File: src/rtl/multicycle_execute_unit.sv
// Multicycle MIPS-subset execute unit: each accepted instruction walks IDLE->DECODE->EXECUTE->WRITEBACK
// against an internal register file that resets to R[i]=i, exposing registered operand/result buses.
module multicycle_execute_unit #(
    parameter int DATA_W = 32,
    parameter int NREGS  = 32
) (
    input  logic              CLK,
    input  logic              RST_N,
    input  logic [31:0]       instr,
    input  logic              instr_valid,
    output logic              instr_ready,
    output logic [DATA_W-1:0] busA,
    output logic [DATA_W-1:0] busB,
    output logic [DATA_W-1:0] busW,
    output logic              done,
    output logic              ovf,
    output logic              illegal
);
    localparam int IDXW = (NREGS > 1) ? $clog2(NREGS) : 1;

    typedef enum logic [1:0] {IDLE, DECODE, EXECUTE, WRITEBACK} state_t;
    typedef enum logic [2:0] {OP_ADD, OP_SUB, OP_AND, OP_OR, OP_SLT, OP_ILL} op_t;

    state_t            r_state;
    op_t               r_op;
    logic [31:0]       r_instr;
    logic [4:0]        r_dest;
    logic              r_ready;
    logic              r_done;
    logic              r_ovf;
    logic              r_illegal;
    logic [DATA_W-1:0] r_busA;
    logic [DATA_W-1:0] r_busB;
    logic [DATA_W-1:0] r_busW;
    logic [DATA_W-1:0] r_regs [NREGS];

    logic [5:0]        w_opcode;
    logic [5:0]        w_funct;
    logic [4:0]        w_rs;
    logic [4:0]        w_rt;
    logic [4:0]        w_rd;
    logic [15:0]       w_imm;
    logic [DATA_W-1:0] w_imm_sx;
    logic [DATA_W-1:0] w_imm_zx;
    logic              w_rs_ok;
    logic              w_rt_ok;
    logic              w_rd_ok;
    logic [DATA_W-1:0] w_rs_val;
    logic [DATA_W-1:0] w_rt_val;
    op_t               w_op;
    logic [4:0]        w_dest;
    logic [DATA_W-1:0] w_opb;
    logic [DATA_W-1:0] w_sum;
    logic [DATA_W-1:0] w_diff;
    logic [DATA_W-1:0] w_result;
    logic              w_ovf;
    logic              w_unused;

    assign w_opcode = r_instr[31:26];
    assign w_rs     = r_instr[25:21];
    assign w_rt     = r_instr[20:16];
    assign w_rd     = r_instr[15:11];
    assign w_funct  = r_instr[5:0];
    assign w_imm    = r_instr[15:0];
    assign w_unused = ^r_instr[10:6];

    // Extend to 64 bits first, then truncate, so narrow datapaths keep the low bits of the extended value.
    assign w_imm_sx = DATA_W'({{48{w_imm[15]}}, w_imm});
    assign w_imm_zx = DATA_W'({48'd0, w_imm});

    assign w_rs_ok  = int'({27'd0, w_rs}) < NREGS;
    assign w_rt_ok  = int'({27'd0, w_rt}) < NREGS;
    assign w_rd_ok  = int'({27'd0, w_rd}) < NREGS;
    assign w_rs_val = (w_rs != 5'd0 && w_rs_ok) ? r_regs[w_rs[IDXW-1:0]] : '0;
    assign w_rt_val = (w_rt != 5'd0 && w_rt_ok) ? r_regs[w_rt[IDXW-1:0]] : '0;

    always_comb begin
        w_op   = OP_ILL;
        w_dest = w_rt;
        w_opb  = w_imm_zx;
        if (w_opcode == 6'h00) begin
            w_dest = w_rd;
            w_opb  = w_rt_val;
            case (w_funct)
                6'h20:   w_op = OP_ADD;
                6'h22:   w_op = OP_SUB;
                6'h24:   w_op = OP_AND;
                6'h25:   w_op = OP_OR;
                6'h2A:   w_op = OP_SLT;
                default: w_op = OP_ILL;
            endcase
            if (!(w_rs_ok && w_rt_ok && w_rd_ok)) w_op = OP_ILL;
        end else begin
            case (w_opcode)
                6'h08:   begin w_op = OP_ADD; w_opb = w_imm_sx; end
                6'h0C:   w_op = OP_AND;
                6'h0D:   w_op = OP_OR;
                default: w_op = OP_ILL;
            endcase
            if (!(w_rs_ok && w_rt_ok)) w_op = OP_ILL;
        end
    end

    assign w_sum  = r_busA + r_busB;
    assign w_diff = r_busA - r_busB;

    always_comb begin
        w_result = '0;
        w_ovf    = 1'b0;
        case (r_op)
            OP_ADD: begin
                w_result = w_sum;
                w_ovf    = (r_busA[DATA_W-1] == r_busB[DATA_W-1]) && (w_sum[DATA_W-1] != r_busA[DATA_W-1]);
            end
            OP_SUB: begin
                w_result = w_diff;
                w_ovf    = (r_busA[DATA_W-1] != r_busB[DATA_W-1]) && (w_diff[DATA_W-1] != r_busA[DATA_W-1]);
            end
            OP_AND:  w_result = r_busA & r_busB;
            OP_OR:   w_result = r_busA | r_busB;
            OP_SLT:  w_result = {{(DATA_W-1){1'b0}}, ($signed(r_busA) < $signed(r_busB))};
            default: w_result = '0;
        endcase
    end

    always_ff @(posedge CLK or negedge RST_N) begin
        if (!RST_N) begin
            r_state   <= IDLE;
            r_op      <= OP_ILL;
            r_instr   <= '0;
            r_dest    <= '0;
            r_ready   <= 1'b0;
            r_done    <= 1'b0;
            r_ovf     <= 1'b0;
            r_illegal <= 1'b0;
            r_busA    <= '0;
            r_busB    <= '0;
            r_busW    <= '0;
        end else begin
            r_done <= 1'b0;
            case (r_state)
                IDLE: begin
                    if (instr_valid && r_ready) begin
                        r_instr <= instr;
                        r_ready <= 1'b0;
                        r_state <= DECODE;
                    end else begin
                        r_ready <= 1'b1;
                    end
                end
                DECODE: begin
                    r_busA  <= w_rs_val;
                    r_busB  <= w_opb;
                    r_op    <= w_op;
                    r_dest  <= w_dest;
                    r_state <= EXECUTE;
                end
                EXECUTE: begin
                    r_busW    <= w_result;
                    r_ovf     <= w_ovf;
                    r_illegal <= (r_op == OP_ILL);
                    r_state   <= WRITEBACK;
                end
                WRITEBACK: begin
                    r_done  <= 1'b1;
                    r_ready <= 1'b1;
                    r_state <= IDLE;
                end
                default: r_state <= IDLE;
            endcase
        end
    end

    always_ff @(posedge CLK or negedge RST_N) begin
        if (!RST_N) begin
            for (int unsigned i = 0; i < unsigned'(NREGS); i++) begin
                r_regs[i] <= DATA_W'(i);
            end
        end else if (r_state == WRITEBACK && r_op != OP_ILL && r_dest != 5'd0) begin
            r_regs[r_dest[IDXW-1:0]] <= r_busW;
        end
    end

    assign instr_ready = r_ready;
    assign busA        = r_busA;
    assign busB        = r_busB;
    assign busW        = r_busW;
    assign done        = r_done;
    assign ovf         = r_ovf;
    assign illegal     = r_illegal;
endmodule

File: config.mk
export PLATFORM = sky130hd
export DESIGN_NAME = multicycle_execute_unit
export DESIGN_NICKNAME = d
export VERILOG_FILES = /design/src/rtl/multicycle_execute_unit.sv
export SDC_FILE = /design/constraint.sdc
export NUM_CORES = 2
export LEC_CHECK = 0
export CORE_AREA = 8 8 518 520
export CTS_BUF_LIST = sky130_fd_sc_hd__clkbuf_16
export DETAILED_ROUTE_END_ITERATION = 12
export DIE_AREA = 0 0 526 528
export HOLD_SLACK_MARGIN = 0.05
export MAX_ROUTING_LAYER = met4
export PLACE_DENSITY_LB_ADDON = 0.25
export SYNTH_ARGS = -nofsm -noshare
export SYNTH_HDL_FRONTEND = slang
export SYNTH_SLANG_ARGS = --single-unit
export TNS_END_PERCENT = 100
File: constraint.sdc
create_clock -name CLK -period 4 [get_ports CLK]
set_input_delay 0.8 -clock CLK [delete_from_list [all_inputs] [get_ports CLK]]
set_output_delay 0.8 -clock CLK [all_outputs]
set_load 0.03 [all_outputs]
# ---- Yosys cells after proc, flatten, opt, wreduce, memory -nomap -nowiden
# Cells that the tools add are included.
dict set report op_classes {
  eq_ne 22
  muxes 24
  reduce_logical 14
  bitwise_logic 5
  addsub 2
  n_lt_le_gt_ge 5
}
# op count
set ops {}
lappend ops {{bitwise mux 1024 bit} 1}
lappend ops {{binary-select mux 32 bit (select 5 bit)} 2}
lappend ops {{2-to-1 mux 32 bit} 9}
lappend ops {{demux 32 bit (select 5 bit)} 1}
lappend ops {{case mux 32 bit (5 select lines)} 1}
lappend ops {{adder 32 bit} 1}
lappend ops {{AND 32 bit} 1}
lappend ops {{< comparator 32 bit} 1}
lappend ops {{OR 32 bit} 1}
lappend ops {{subtractor 32 bit} 1}
lappend ops {{equality test 6 bit (second input constant)} 5}
lappend ops {{equality test 6 x 4 -> 1 bit (second input constant)} 3}
lappend ops {{>= comparator 6 bit (second input constant)} 3}
lappend ops {{inverter 5 -> 6 bit} 3}
lappend ops {{case mux 3 bit (5 select lines)} 1}
lappend ops {{nonzero test 5 bit} 3}
lappend ops {{case mux 3 bit (3 select lines)} 1}
lappend ops {{case mux 2 bit (4 select lines)} 1}
lappend ops {{equality test 3 x 2 -> 1 bit (second input constant)} 2}
lappend ops {{equality test 3 bit (second input constant)} 2}
lappend ops {{logical AND 1 bit} 6}
lappend ops {{logical NOT 6 bit} 1}
lappend ops {{< comparator 6 x 1 -> 1 bit (second input constant)} 1}
lappend ops {{2-to-1 mux 5 bit} 1}
lappend ops {{15 further kinds} 20}
dict set report word_totals {
  out_inout_bits 100
  ff_bits 1166
}

# ---- Logic depth before layout (Yosys ltp)
dict set report depth {
  depth_word 6
  depth_mapped 13
  depth_no_buf 13
}

# ---- Worst setup path after synthesis
# OpenSTA, ideal clock, no wires.
dict set report synth_timing {
  path_type {register to register}
  from {register r_busA[0], in the netlist busA[0]}
  to {register r_busW[16], in the netlist busW[16]}
  arrival_time_ps 2860
  setup_slack_ps 1001
  setup_ps 139
  period_less_slack_ps 2999
  stages_incl_launch_ff 12
  n_path_buf 0
  required_ps 3861
  cell_sequence {dfrtp_1 > ha_1 > fa_1 > a211oi_1 > o21ai_1 > o31ai_2 > o21bai_1 > and2_1 > a311oi_1 > nor2_1 > a2111oi_2 > o32ai_1}
}
dict set report synth_via {
  elab_chain_len 2
  elab_cells_between_ends 3
}
# element line
set synth_rtl {}
lappend synth_rtl {{from (decl)} 32} ;# logic [DATA_W-1:0] r_busA;
lappend synth_rtl {{from (signal assigned)} 152} ;# r_busA <= w_rs_val;
lappend synth_rtl {{subtractor 32 bit or adder 32 bit (tied branches)} {105, 104}}
lappend synth_rtl {{case mux 32 bit (5 select lines) *} 110} ;# case (r_op)
lappend synth_rtl {{to (signal assigned)} 159} ;# r_busW <= w_result;
lappend synth_rtl {{to (decl)} 34} ;# logic [DATA_W-1:0] r_busW;
# Mark *: on every way between the ends. The rest lies on a longest branch, timed or not.
# A chain may end at the register's enable or synchronous reset.

# ---- Worst setup path in the final report
dict set report layout_timing {
  from {register r_busA[0], in the netlist busA[0]}
  to {register r_busW[30], in the netlist busW[30]}
}
# Same word-level chain as after synthesis.

==> results_dict.tcl <==
set metrics [dict create \
    status "complete, no violations" \
    synth_ff_type "dfrtp_1" \
    whs_endpoint "r_regs[1000]$_DFFE_PN0P_" \
    tns_ns 0 \
    grt_max_degree 123 \
    fin_nets 5032 \
    start_util_pct 24.8 \
    dieArea_sq_mm 0.278 \
    ys_ff_latch 1166 \
    detailed_place_hpwl_mm 152 \
    cts-buffers-inserted 134 \
    finClkSkew_ns 0.0435 \
    crit_type "register to register" \
    holdPathStages 0 \
    cts.root.buffer_cell "clkbuf_16" \
    yosysWarnings 0 \
    drive_gt1_share_pct 42.3 \
    dr.pass1.iters 7 \
    grt_antenna_before_repair 18 \
    drt_iter0_drc 3254 \
    r2r-end "busW[30]$_DFFE_PN0P_" \
    clock_latency_ns 0.81 \
    drc 0 \
    htree_levels 4 \
    powerDensity_mw_per_mm2 648 \
    synthToLayoutAreaGrowth_pct 17.1 \
    reg2reg_from "busA[0]$_DFFE_PN0N_" \
    reg2regPathDepth 13 \
    synth_nets 4994 \
    fill_cells 26300 \
    final_antenna_net_count 0 \
    fmax_mhz 277 \
    cp.required_ns 4.66 \
    wl_met2_mm 116 \
    rows 188 \
    hold_path.startpoint "r_regs[1000]$_DFFE_PN0P_" \
    synth_edf_count 0 \
    boundaryPins 135 \
    fin_crit_sh_pct 90.3 \
    highest_layer "met4" \
    viasPerCell 5.30 \
    grt_pass1_vias 45600 \
    rsz0062_at_grt "no" \
    finalSetupViolCount 0 \
    fp.dieW_microns 526 \
    multi_input_area_sq_mm 0.0333 \
    final_area_sq_mm 0.0756 \
    synth_cell_type_count 88 \
    regToRegSetupSlack_ns 0.39 \
    slew_headroom_pct 18.9 \
    drv_cap 0 \
    wl_met1_mm 111 \
    grt_use_total_pct 17.7 \
    crit_path_top_delay_cell "o31ai_2" \
    seq_area_frac_synth_pct 45.3 \
    async_reset_ff_share_pct 100 \
    wl_per_cell_microns 29.2 \
    grt_overflow 0 \
    numPortBuffers 134 \
    vias 44600 \
    drv_slew 0 \
    die_h_microns 528 \
    arrival_ns 4.27 \
    critPathMaxFanout 6 \
    post_cts_buffers 0 \
    critPathMaxStageDelay_ns 0.52 \
    end_kind "register" \
    placed_area_sq_mm 0.0714 \
    routed_wl_mm 246 \
    synth.cell_area_sq_mm 0.0646 \
    hold_path.class "register to register" \
    clkSlewWorstSetupHoldPaths_ns 0.06 \
    core_area_sq_mm 0.261 \
    finalHoldViolCount 0 \
    start_kind "register" \
    area.sequential_sq_mm 0.0293 \
    cts.sinks 1166 \
    vdd_drop_max_mv 0.528 \
    crit_chain "inv_1, ha_1, inv_1, fa_1, nor2b_1, o2111ai_1, a31oi_1, o31ai_2, a21oi_1, o31ai_2, o21ai_0, o211ai_1, a21oi_1" \
    cts_resized 0 \
    cts_buffer_depth 3 \
    p_leak_nw 32.9 \
    syn_avg_cell_area_sq_um 13.3 \
    syn_inst 4856 \
    grt_pass1_wl_mm 354 \
    fin_crit_ns 3.61 \
    gp_congestion 0.897 \
    cts_tree "done" \
    dr_wl_met3_mm 11.9 \
    worst_pin_slew_ns 1.22 \
]
area by class of cell:
class                      instances  area share [%]
clock buffer                     137            4.53
inverter                         106           0.526
tap                             3420            5.66
antenna                            6          0.0199
sequential                      1166            38.8
timing repair buffer             392            5.54
clock inverter                   102           0.917
multi-input combinational       3094            44.0
how the worst max path moves through the flow:
stage                               startpoint  slack, ns  depth (start not counted)                    to
after CTS                 busW[21]$_DFFE_PN0P_       0.36                          1              busW[21]
after floorplan            busA[0]$_DFFE_PN0N_       1.00                         11  busW[16]$_DFFE_PN0P_
final                      busA[0]$_DFFE_PN0N_       0.39                         13  busW[30]$_DFFE_PN0P_
after global placement     busA[0]$_DFFE_PN0N_       0.40                         13  busW[30]$_DFFE_PN0P_
after global routing       busA[0]$_DFFE_PN0N_       0.15                         13  busW[30]$_DFFE_PN0P_
after detailed placement  busA[10]$_DFFE_PN0N_       0.47                         11   busW[0]$_DFFE_PN0P_
per-stage QoR:
| stage | setup slack [ns] | utilization [%] | instances | hold slack (ns) | power (mW) |
|---|---|---|---|---|---|
| after global placement | 0.400 | 27.4 | 8177 | 0.381 | 37.2 |
| after detailed placement | 0.465 | 27.4 | 8177 | 0.384 | 37.2 |
| after floorplan | 1.00 | - | 4856 | 0.445 | 27.4 |
| final | 0.390 | 29.0 | 8423 | 0.393 | 49.0 |
| after global routing | 0.150 | 29.0 | 8419 | 0.410 | 51.2 |
| after CTS | 0.364 | 29.0 | 8417 | 0.399 | 49.4 |
per-layer routing:
| metal | global-route usage, % | up-vias |
|---|---|---|
| li1 | - | 18600 |
| met1 | 23.8 | 24200 |
| met2 | 28.2 | 1422 |
| met3 | 2.32 | 387 |
| met4 | 4.86 | 0 |
| met5 | - | - |
kinds of logic after synthesis:
group	Yosys count	share of synthesized area, %
mux	1736	37.7
flops	1166	45.3
compound gates	797	7.99
buf+inv	596	3.62
simple gates	444	3.15
fa+ha+maj	103	2.02
xor+xnor	14	0.190
flip-flops by register name (all words and copies together), names as in the netlist:
signal	flops
illegal	1
r_op	3
busB	32
r_dest	5
ovf	1
r_state	2
r_instr	32
r_regs	1024
instr_ready	1
done	1
busA	32
busW	32
worst max-delay path, delay by kind of cell (launching register included):
kind | cells | cell delay [ns]
AO/OA/AOI/OAI | 8 | 2.16
AND/OR/NAND/NOR | 1 | 0.16
adder cells (fa/ha/maj) | 2 | 0.57
flip-flops | 1 | 0.41
buffers and inverters | 2 | 0.17
Yosys cell counts (82+ instances only):
cell type,n,area [sq um]
inv_1,105,394
a21oi_1,241,1210
o21ai_0,161,806
dfrtp_1,1084,27100
mux2_2,1061,11900
ha_1,101,1260
nand2_1,126,473
nor2_1,153,574
mux2i_1,223,2230
o22ai_1,96,601
dfstp_2,82,2150
mux4_2,451,10200
clkbuf_1,385,1450
cells in the final DEF (no fill, tap or decap), types with 10 or more instances in the layout:
cell / synthesis / layout
mux2_2: 1061 / 1061
o211ai_1: 13 / 13
a31oi_1: 13 / 13
mux2i_1: 223 / 223
o21ai_0: 161 / 160
nor2_1: 153 / 133
inv_1: 105 / 131
nor3_1: 52 / 51
clkdlybuf4s50_1: 0 / 133
nand3_1: 23 / 21
clkbuf_16: 0 / 137
a211oi_1: 14 / 14
clkinv_1: 1 / 25
buf_4: 2 / 185
dfrtp_4: 0 / 10
ha_1: 101 / 100
nand2_1: 126 / 118
o21bai_1: 14 / 14
nor2b_1: 16 / 13
o22a_1: 16 / 16
buf_12: 0 / 72
o2bb2ai_1: 17 / 17
a221oi_1: 21 / 21
dfrtp_1: 1084 / 1074
a221o_1: 11 / 11
o221ai_1: 75 / 75
dfstp_2: 82 / 82
a21o_1: 14 / 14
o22ai_1: 96 / 96
clkinv_2: 0 / 27
mux4_2: 451 / 451
xnor2_1: 12 / 12
a21oi_1: 241 / 241
nor2_4: 0 / 20
power breakdown:
part | internal (mW) | switching (mW)
Sequential | 12.9 | 2.05
Combinational | 8.14 | 13.9
Clock | 6.62 | 5.36
repair_timing:
action,4_1_cts,5_1_grt
endpoints found under the setup margin,0,0
hold buffers,1,0
hold endpoints to repair,23,0
Power figures use the tool's default switching activity.
